File: config.mk
export PLATFORM = sky130hd
export DESIGN_NAME = lsearch_ctrl
export DESIGN_NICKNAME = d
export VERILOG_FILES = /design/src/rtl/lsearch_ctrl.sv
export SDC_FILE = /design/constraint.sdc
export NUM_CORES = 1
export LEC_CHECK = 0
export ABC_CLOCK_PERIOD_IN_PS = 3600
export CAP_MARGIN = 0
export CORE_UTILIZATION = 45
export CTS_CLUSTER_DIAMETER = 60
export DETAILED_ROUTE_END_ITERATION = 8
export PLACE_DENSITY = 0.82
export SLEW_MARGIN = 10
export SYNTH_ARGS = -nofsm -noshare
export SYNTH_HDL_FRONTEND = slang
export SYNTH_SLANG_ARGS = --single-unit
export TNS_END_PERCENT = 50
File: constraint.sdc
create_clock -name clk -period 3.6 [get_ports clk]
set_input_delay 0.9 -clock clk [delete_from_list [all_inputs] [get_ports clk]]
set_output_delay 0.9 -clock clk [all_outputs]
set_load 0.005 [all_outputs]
File: src/rtl/lsearch_ctrl.sv
// Purpose: shares the search RAM between host writes and a linear key search; reports first hit index or a miss.
// Latency: hit at index i gives done i+2 cycles after start; a miss gives done DEPTH+1 cycles after start.
// Backpressure: none; start while busy is ignored, host writes while busy or out of range are dropped with a wr_drop pulse.
module lsearch_ctrl #(
    parameter int DEPTH = 5,
    parameter int AW    = 3,
    parameter int DW    = 4
) (
    input  logic          clk,
    input  logic          reset,
    input  logic          start,
    input  logic [DW-1:0] key,
    input  logic          host_we,
    input  logic [AW-1:0] host_addr,
    input  logic [DW-1:0] host_wdata,
    output logic [AW-1:0] ram_addr,
    output logic          ram_we,
    output logic [DW-1:0] ram_wdata,
    output logic          ram_re,
    input  logic [DW-1:0] ram_rdata,
    output logic          busy,
    output logic          done,
    output logic          found,
    output logic [AW-1:0] match_addr,
    output logic          wr_drop
);

    // Extra bit on the issue counter keeps it from wrapping when DEPTH == 2^AW.
    localparam logic [AW:0]   DEPTH_C = (AW+1)'(DEPTH);
    localparam logic [AW-1:0] LAST_C  = AW'(DEPTH - 1);

    typedef enum logic {IDLE, SCAN} state_t;

    state_t        state;
    logic [AW:0]   issue_cnt;
    logic          cmp_valid;
    logic [AW-1:0] cmp_addr;
    logic [DW-1:0] key_q;
    logic          addr_ok;

    assign addr_ok   = ({1'b0, host_addr} < DEPTH_C);
    assign busy      = (state == SCAN);
    assign ram_wdata = host_wdata;

    // RAM port mux: host passthrough while idle, scan address stream while searching.
    always_comb begin
        ram_addr = host_addr;
        ram_we   = host_we && addr_ok && !reset;
        ram_re   = 1'b0;
        if (state == SCAN) begin
            ram_addr = issue_cnt[AW-1:0];
            ram_we   = 1'b0;
            ram_re   = (issue_cnt < DEPTH_C);
        end
    end

    // Search FSM: issue stage walks addresses, compare stage checks data returned one cycle later.
    always_ff @(posedge clk or posedge reset) begin
        if (reset) begin
            state      <= IDLE;
            issue_cnt  <= '0;
            cmp_valid  <= 1'b0;
            cmp_addr   <= '0;
            key_q      <= '0;
            done       <= 1'b0;
            found      <= 1'b0;
            match_addr <= '0;
            wr_drop    <= 1'b0;
        end else begin
            done    <= 1'b0;
            wr_drop <= host_we && ((state == SCAN) || !addr_ok);
            case (state)
                IDLE: begin
                    if (start) begin
                        key_q      <= key;
                        issue_cnt  <= '0;
                        cmp_valid  <= 1'b0;
                        found      <= 1'b0;
                        match_addr <= '0;
                        state      <= SCAN;
                    end
                end
                SCAN: begin
                    if (issue_cnt < DEPTH_C) begin
                        issue_cnt <= issue_cnt + 1'b1;
                    end
                    cmp_valid <= ram_re;
                    cmp_addr  <= ram_addr;
                    if (cmp_valid) begin
                        if (ram_rdata == key_q) begin
                            found      <= 1'b1;
                            match_addr <= cmp_addr;
                            done       <= 1'b1;
                            state      <= IDLE;
                        end else if (cmp_addr == LAST_C) begin
                            found <= 1'b0;
                            done  <= 1'b1;
                            state <= IDLE;
                        end
                    end
                end
                default: state <= IDLE;
            endcase
        end
    end

endmodule
==> metrics.md, run 1 <==
| Metric | Value |
|---|---|
| CTS tree | built |
| CTS Buf Count | 3 |
| GRT Total Usage | 19.3% |
| Vias after detailed routing | 702 |
| Sequential fraction of the synthesis area | 51.6% |
| Relative slew slack | 71.3% |
| Synth cell types | 24 |
| Crit path launch type | input pin |
| H-tree depth | 1 |
| Commonest cells post-synth | dfrtp_1, inv_1, nand2_1 |
| DRC errors left | 0 |
| Clk slew on worst S/H paths | 0.10 ns |
| Synth warn | 0 |
| Simple-Gate Fraction of Synth Area | 13.7% |
| Vias in the first global route | 680 |
| Total Wirelength | 1.79 mm |
| Multi-input gate area | 355 um2 |
| Starting DRT DRC Count | 12 |
| Post-synth EDFFs | 0 |
| I/O Pins | 35 |
| First-pass GRT wire length | 2.94 mm |
| N_diodes | 0 |
| RSZ-0062 raised after global routing | no |
| Synth Area in XOR/XNOR | 3.80% |
| Clk Latency, worst-skew pair | 0.30 ns |
| Synthesized area per cell | 10.2 um2 |
| Prevailing post-synth register cell | dfrtp_1 |
| Cell area after layout | 1210 um2 |
| Initial core utilization | 50.6% |
| Setup bufs post-CTS | 0 |
| Fill cells | 158 |
| Tcrit/Tclk final | 89.4% |
| Pin count of the biggest net entering global routing | 20 |
| FF+latch area | 475 um2 |
| Post-Synth Adder-Cell Area | 2.72% |
| Mapped cell area | 921 um2 |
| Die footprint | 2230 um2 |
| Leak | 0.593 nW |
| CP required | 2.70 ns |
| Fin. max-slew vios | 0 |
| Row Count | 15 |
| Seq cells post-synth | 19 |
| Maximum capacitance violations | 0 |
| # nets final | 137 |
| Share of cells above drive strength 1 | 10.4% |
| Core Region | 1820 um2 |
| Final Skew | 0.00524 ns |
| CP Max Fanout | 2 |
| Nature of the critical path endpoint | output port |
| Final setup violation count | 0 |
| Initial antenna violation count | 0 |
| Maximum VDD drop | 0.489 mV |
| CTS resizes | 0 |
| Status | completed |
| Post-synthesis mux area share | 8.15% |
| Die Ht | 47.2 um |
| Max Freq | 311 MHz |
| Syn_nets | 111 |
| Total iterations of the first detailed-routing run | 4 |
| Arr. time, crit path | 2.32 ns |
| Compound-gate portion of the synthesized area | 10.2% |
| Placer Congestion | 0.739 |
| Count leader, synth | dfrtp_1 |
| Setup TNS | 0 ns |
| Pwr per Cell Area | 769 nW/um2 |
| Hold Path Class | reg2reg |
| IO Port Bufs | 26 |
| Die width | 47.2 um |
| Grt ovf | 0 |
| DP Area | 1180 um2 |
| Worst-Margin Slew | 0.429 ns |
| Ys async rst share | 100% |
| Largest family of logic cells by synthesized area | simple AND/OR/NAND/NOR gates |
| CP Class | in2out |
| Post-DP HPWL | 1.33 mm |
| Final min period | 3.22 ns |
| Synthesis-to-layout area growth | 31.0% |
| Clock Tree Root | clkbuf_4 |
| Synth top area share | 51.6% |
| Total clock sinks | 19 |
| Hold buffer count at cts | 0 |
| Dominant cell type by area after synthesis | dfrtp_1 |
| Drt wl/cell | 12.8 um |
| Synth area leaders | dfrtp_1, inv_1, nand2_1, o21ai_0, mux2_2 |
| Synth Instances | 90 |
| Vias/cell | 5.01 |
| DRT antenna net count | 0 |
| Final hold vios | 0 |
| Max Buffers Root-to-Sink | 2 |
==> worst paths after layout <==
check                             startpoint            to  slack, ns  cells after the start
worst max-delay path            host_addr[1]        ram_we       0.38                      4
worst min-delay path               cmp_valid     cmp_valid       0.49                      2
worst max register to register          busy      key_q[1]       1.95                      3
worst min register to register     cmp_valid     cmp_valid       0.49                      2
max in group asynchronous              reset  issue_cnt[3]       2.43                      3
min in group asynchronous              reset   cmp_addr[2]       0.96                      3
==> layout by cell type, fill, tap and decap left out, types with 2 or more instances in the layout <==
cell type and instances:
ha_1 2, nor2b_1 2, o21ai_0 9, mux2i_1 3
nor2_1 2, xnor2_1 3, dfrtp_1 19, nand2_1 13
inv_1 13, clkdlybuf4s50_1 26, clkbuf_4 3, mux2_2 4
nand3_1 3
==> cell type report <==
cell class              instances  area share, %
multi-input cells              52           29.5
well taps                      25           2.59
flip-flops and latches         19           39.4
inverters                      13           4.05
repair buffers                 27           22.2
clock inverters                 1          0.415
clock buffers                   3           1.87
==> report_power, final <==
| group | switching (W) | internal, W |
|---|---|---|
| registers | 0.0000815 | 0.000312 |
| logic | 0.000182 | 0.000245 |
| clock network | 0.0000658 | 0.0000414 |
| total | 0.000329 | 0.000599 |
==> layer usage <==
metal	part of all wire (%)	vias up	track usage [%]
met5	0	-	0
met1	42	333	22.6
li1	-	344	-
met4	1.8	0	9.71
met3	3.7	4	3.08
met2	52	21	34.0
==> registers in the layout (all words and copies together), names as in the netlist <==
register	count
issue_cnt	4
key_q	4
cmp_addr	3
match_addr	3
busy	1
cmp_valid	1
done	1
found	1
wr_drop	1
==> cell families (layout without fill, tap and decap cells) <==
group | count (synthesis) | after routing
AO/OA/AOI/OAI | 15 | 15
XOR/XNOR | 4 | 4
adder cells (fa/ha/maj) | 2 | 2
buffers and inverters | 19 | 44
flip-flops | 19 | 19
multiplexers | 7 | 7
AND/OR/NAND/NOR | 24 | 24
==> critical path, cell delays in order <==
cell             delay [ns]
clkdlybuf4s50_1        0.43
o21ai_0                0.27
and4_1                 0.23
clkdlybuf4s50_1        0.49
==> stage by stage <==
step	power [W]	hold slack, ns	worst slack, ns	utilization, %	cells
4_1_cts	0.000936	0.491	0.386	66.3	140
3_5_place_dp	0.000829	0.464	0.462	64.7	136
2_1_floorplan	0.000636	0.447	1.10	-	90
5_1_grt	0.00101	0.544	0.356	66.3	140
3_3_place_gp	0.000814	0.466	0.504	64.7	136
6_report	0.000928	0.488	0.382	66.3	140
(Power assumes the default switching activity.)
==> run 2, diff against run 1 <==
Settings changed: CORE_MARGIN set to 8.
==> run 2 against run 1 <==
Against the previous run:
- register-to-register slack got worse by 0.06 ns
- cell count increased by 1.4%
- clock skew is 0.00066 ns lower
- highest routed layer unchanged
==> metrics.md, run 2 (synthesis results as in run 1) <==
| Metric | Value |
|---|---|
| CP Class | in2out (unchanged) |
| Pwr per Cell Area | 777 nW/um2 (was 769 nW/um2) |
| Final min period | 3.12 ns (was 3.22 ns) |
| Maximum VDD drop | 0.606 mV (was 0.489 mV) |
| Crit-path most repeated cell | clkdlybuf4s50_1 (unchanged) |
| CP top delay family | buffers and inverters (unchanged) |
| Hold path start | cmp_valid (unchanged) |
| Maximum capacitance violations | 0 (unchanged) |
| CP max-delay cell | clkdlybuf4s50_1 (unchanged) |
| Hold Path Class | reg2reg (unchanged) |
| Fin. max-slew vios | 0 (unchanged) |
| Relative slew slack | 69.8% (was 71.3%) |
| Most frequent cells in the layout | clkdlybuf4s50_1, dfrtp_1, inv_1, nand2_1, o21ai_0 (unchanged) |
| First-pass GRT wire length | 3.43 mm (was 2.94 mm) |
| Die footprint | 3750 um2 (was 2230 um2) |
| Leak | 0.590 nW (was 0.593 nW) |
| Max Buffers Root-to-Sink | 2 (unchanged) |
| CP startpoint | host_addr[0] (was host_addr[1]) |
| Slowest stage delay, CP | 0.50 ns (was 0.49 ns) |
| CTS resizes | 0 (unchanged) |
| Vias/cell | 4.95 (was 5.01) |
| Tcrit/Tclk final | 86.6% (was 89.4%) |
| Die Ht | 61.2 um (was 47.2 um) |
| DRT antenna net count | 0 (unchanged) |
| Post-route insts no fill | 142 (was 140) |
| Met3 WL post-DR | 152 um (was 67 um) |
| Hold buffer count at cts | 0 (unchanged) |
| # nets final | 137 (unchanged) |
| Placer Congestion | 0.771 (was 0.739) |
| DR WL met2 | 1.07 mm (was 934 um) |
| Clock Tree Root | clkbuf_4 (unchanged) |
| Dpl cells | 138 (was 136) |
| Vias after detailed routing | 703 (was 702) |
| Clk slew on worst S/H paths | 0.10 ns (about the same) |
| Nature of the critical path endpoint | output port (unchanged) |
| Max Used Layer | met4 (unchanged) |
| Initial core utilization | 47.4% (was 50.6%) |
| Buffers plus inverters on the worst setup path | 2 (unchanged) |
| Die width | 61.2 um (was 47.2 um) |
| Max Freq | 321 MHz (was 311 MHz) |
| Total clock sinks | 19 (unchanged) |
| Arr. time, crit path | 2.22 ns (was 2.32 ns) |
| DRC errors left | 0 (unchanged) |
| Cell area after layout | 1210 um2 (about the same) |
| Commonest non-fill, non-tap cell in the layout | clkdlybuf4s50_1 (unchanged) |
| CP cell instances | clkdlybuf4s50_1 > o21ai_0 > and4_1 > clkdlybuf4s50_1 (unchanged) |
| Total iterations of the first detailed-routing run | 4 (unchanged) |
| Starting DRT DRC Count | 5 (was 12) |
| CP required | 2.70 ns (about the same) |
| Clk Latency, worst-skew pair | 0.30 ns (about the same) |
| Final Skew | 0.00458 ns (was 0.00524 ns) |
| Drt wl/cell | 14.4 um (was 12.8 um) |
| Initial antenna violation count | 0 (unchanged) |
| Grt ovf | 0 (unchanged) |
| Worst-Margin Slew | 0.452 ns (was 0.429 ns) |
| Vias in the first global route | 724 (was 680) |
| Share of cells above drive strength 1 | 9.57% (was 10.4%) |
| Core Region | 1940 um2 (was 1820 um2) |
| Final setup violation count | 0 (unchanged) |
| Final hold vios | 0 (unchanged) |
| RSZ-0062 raised after global routing | no (unchanged) |
| CTS tree | built (unchanged) |
| GRT Total Usage | 12.5% (was 19.3%) |
| Metal-1 WL | 789 um (was 755 um) |
| CP Max Fanout | 2 (unchanged) |
| N_diodes | 0 (unchanged) |
| Pin count of the biggest net entering global routing | 20 (unchanged) |
| Total Wirelength | 2.05 mm (was 1.79 mm) |
| H-tree depth | 1 (unchanged) |
| Crit path launch type | input pin (unchanged) |
| Reg2Reg Launch Point | busy (unchanged) |
| Post-DP HPWL | 1.63 mm (was 1.33 mm) |
| CTS Buf Count | 3 (unchanged) |
| Setup bufs post-CTS | 0 (unchanged) |
| DP Area | 1180 um2 (about the same) |
| IO Port Bufs | 26 (unchanged) |
| Synthesis-to-layout area growth | 31.1% (was 31.0%) |
| Top flop regs | issue_cnt: 4 flops, key_q: 4 flops (unchanged) |
| I/O Pins | 35 (unchanged) |
| Row Count | 16 (was 15) |
| Setup TNS | 0 ns (unchanged) |
| Status | completed (unchanged) |
==> run 2: tightest hold or removal path: stages (launching register included) <==
cell and delay, ns:
dfrtp_1 0.35, nand2_1 0.05, nand2_1 0.06
==> run 2: final cells by class <==
class	instances	area, um2
clock buffer	4	26.3
timing repair buffer	27	268
inverter	13	48.8
tap	27	33.8
fill	182	734
sequential	19	475
multi-input combinational	52	355
==> run 2: routing by layer <==
metal,global-route usage [%],up-vias
met4,5.98,0
met2,21.6,20
met1,13.3,335
met5,0,-
met3,3.97,4
li1,-,344
==> run 2: power by group <==
part | switching, W | internal [W] | leakage, nW
Combinational | 0.000188 | 0.000245 | 0.340
Sequential | 0.0000858 | 0.000312 | 0.235
Clock | 0.0000635 | 0.0000432 | 0.0150
==> run 2: worst paths after layout <==
check	end	slack (ns)	cells past startpoint
worst min register to register	cmp_valid	0.49	2
min in group asynchronous	key_q[2]	1.00	3
worst max register to register	key_q[0]	1.89	3
max in group asynchronous	issue_cnt[0]	2.40	3
worst min-delay path	cmp_valid	0.49	2
worst max-delay path	ram_we	0.48	4
==> run 2: through the flow <==
step | util, % | hold slack (ns) | total power (W) | setup slack (ns)
final | 62.2 | 0.488 | 0.000938 | 0.483
after global routing | 62.2 | 0.514 | 0.00102 | 0.439
after CTS | 62.2 | 0.489 | 0.000952 | 0.479
after detailed placement | 60.8 | 0.465 | 0.000846 | 0.480
after global placement | 60.8 | 0.461 | 0.000820 | 0.497
after floorplan | - | 0.447 | 0.000636 | 1.10
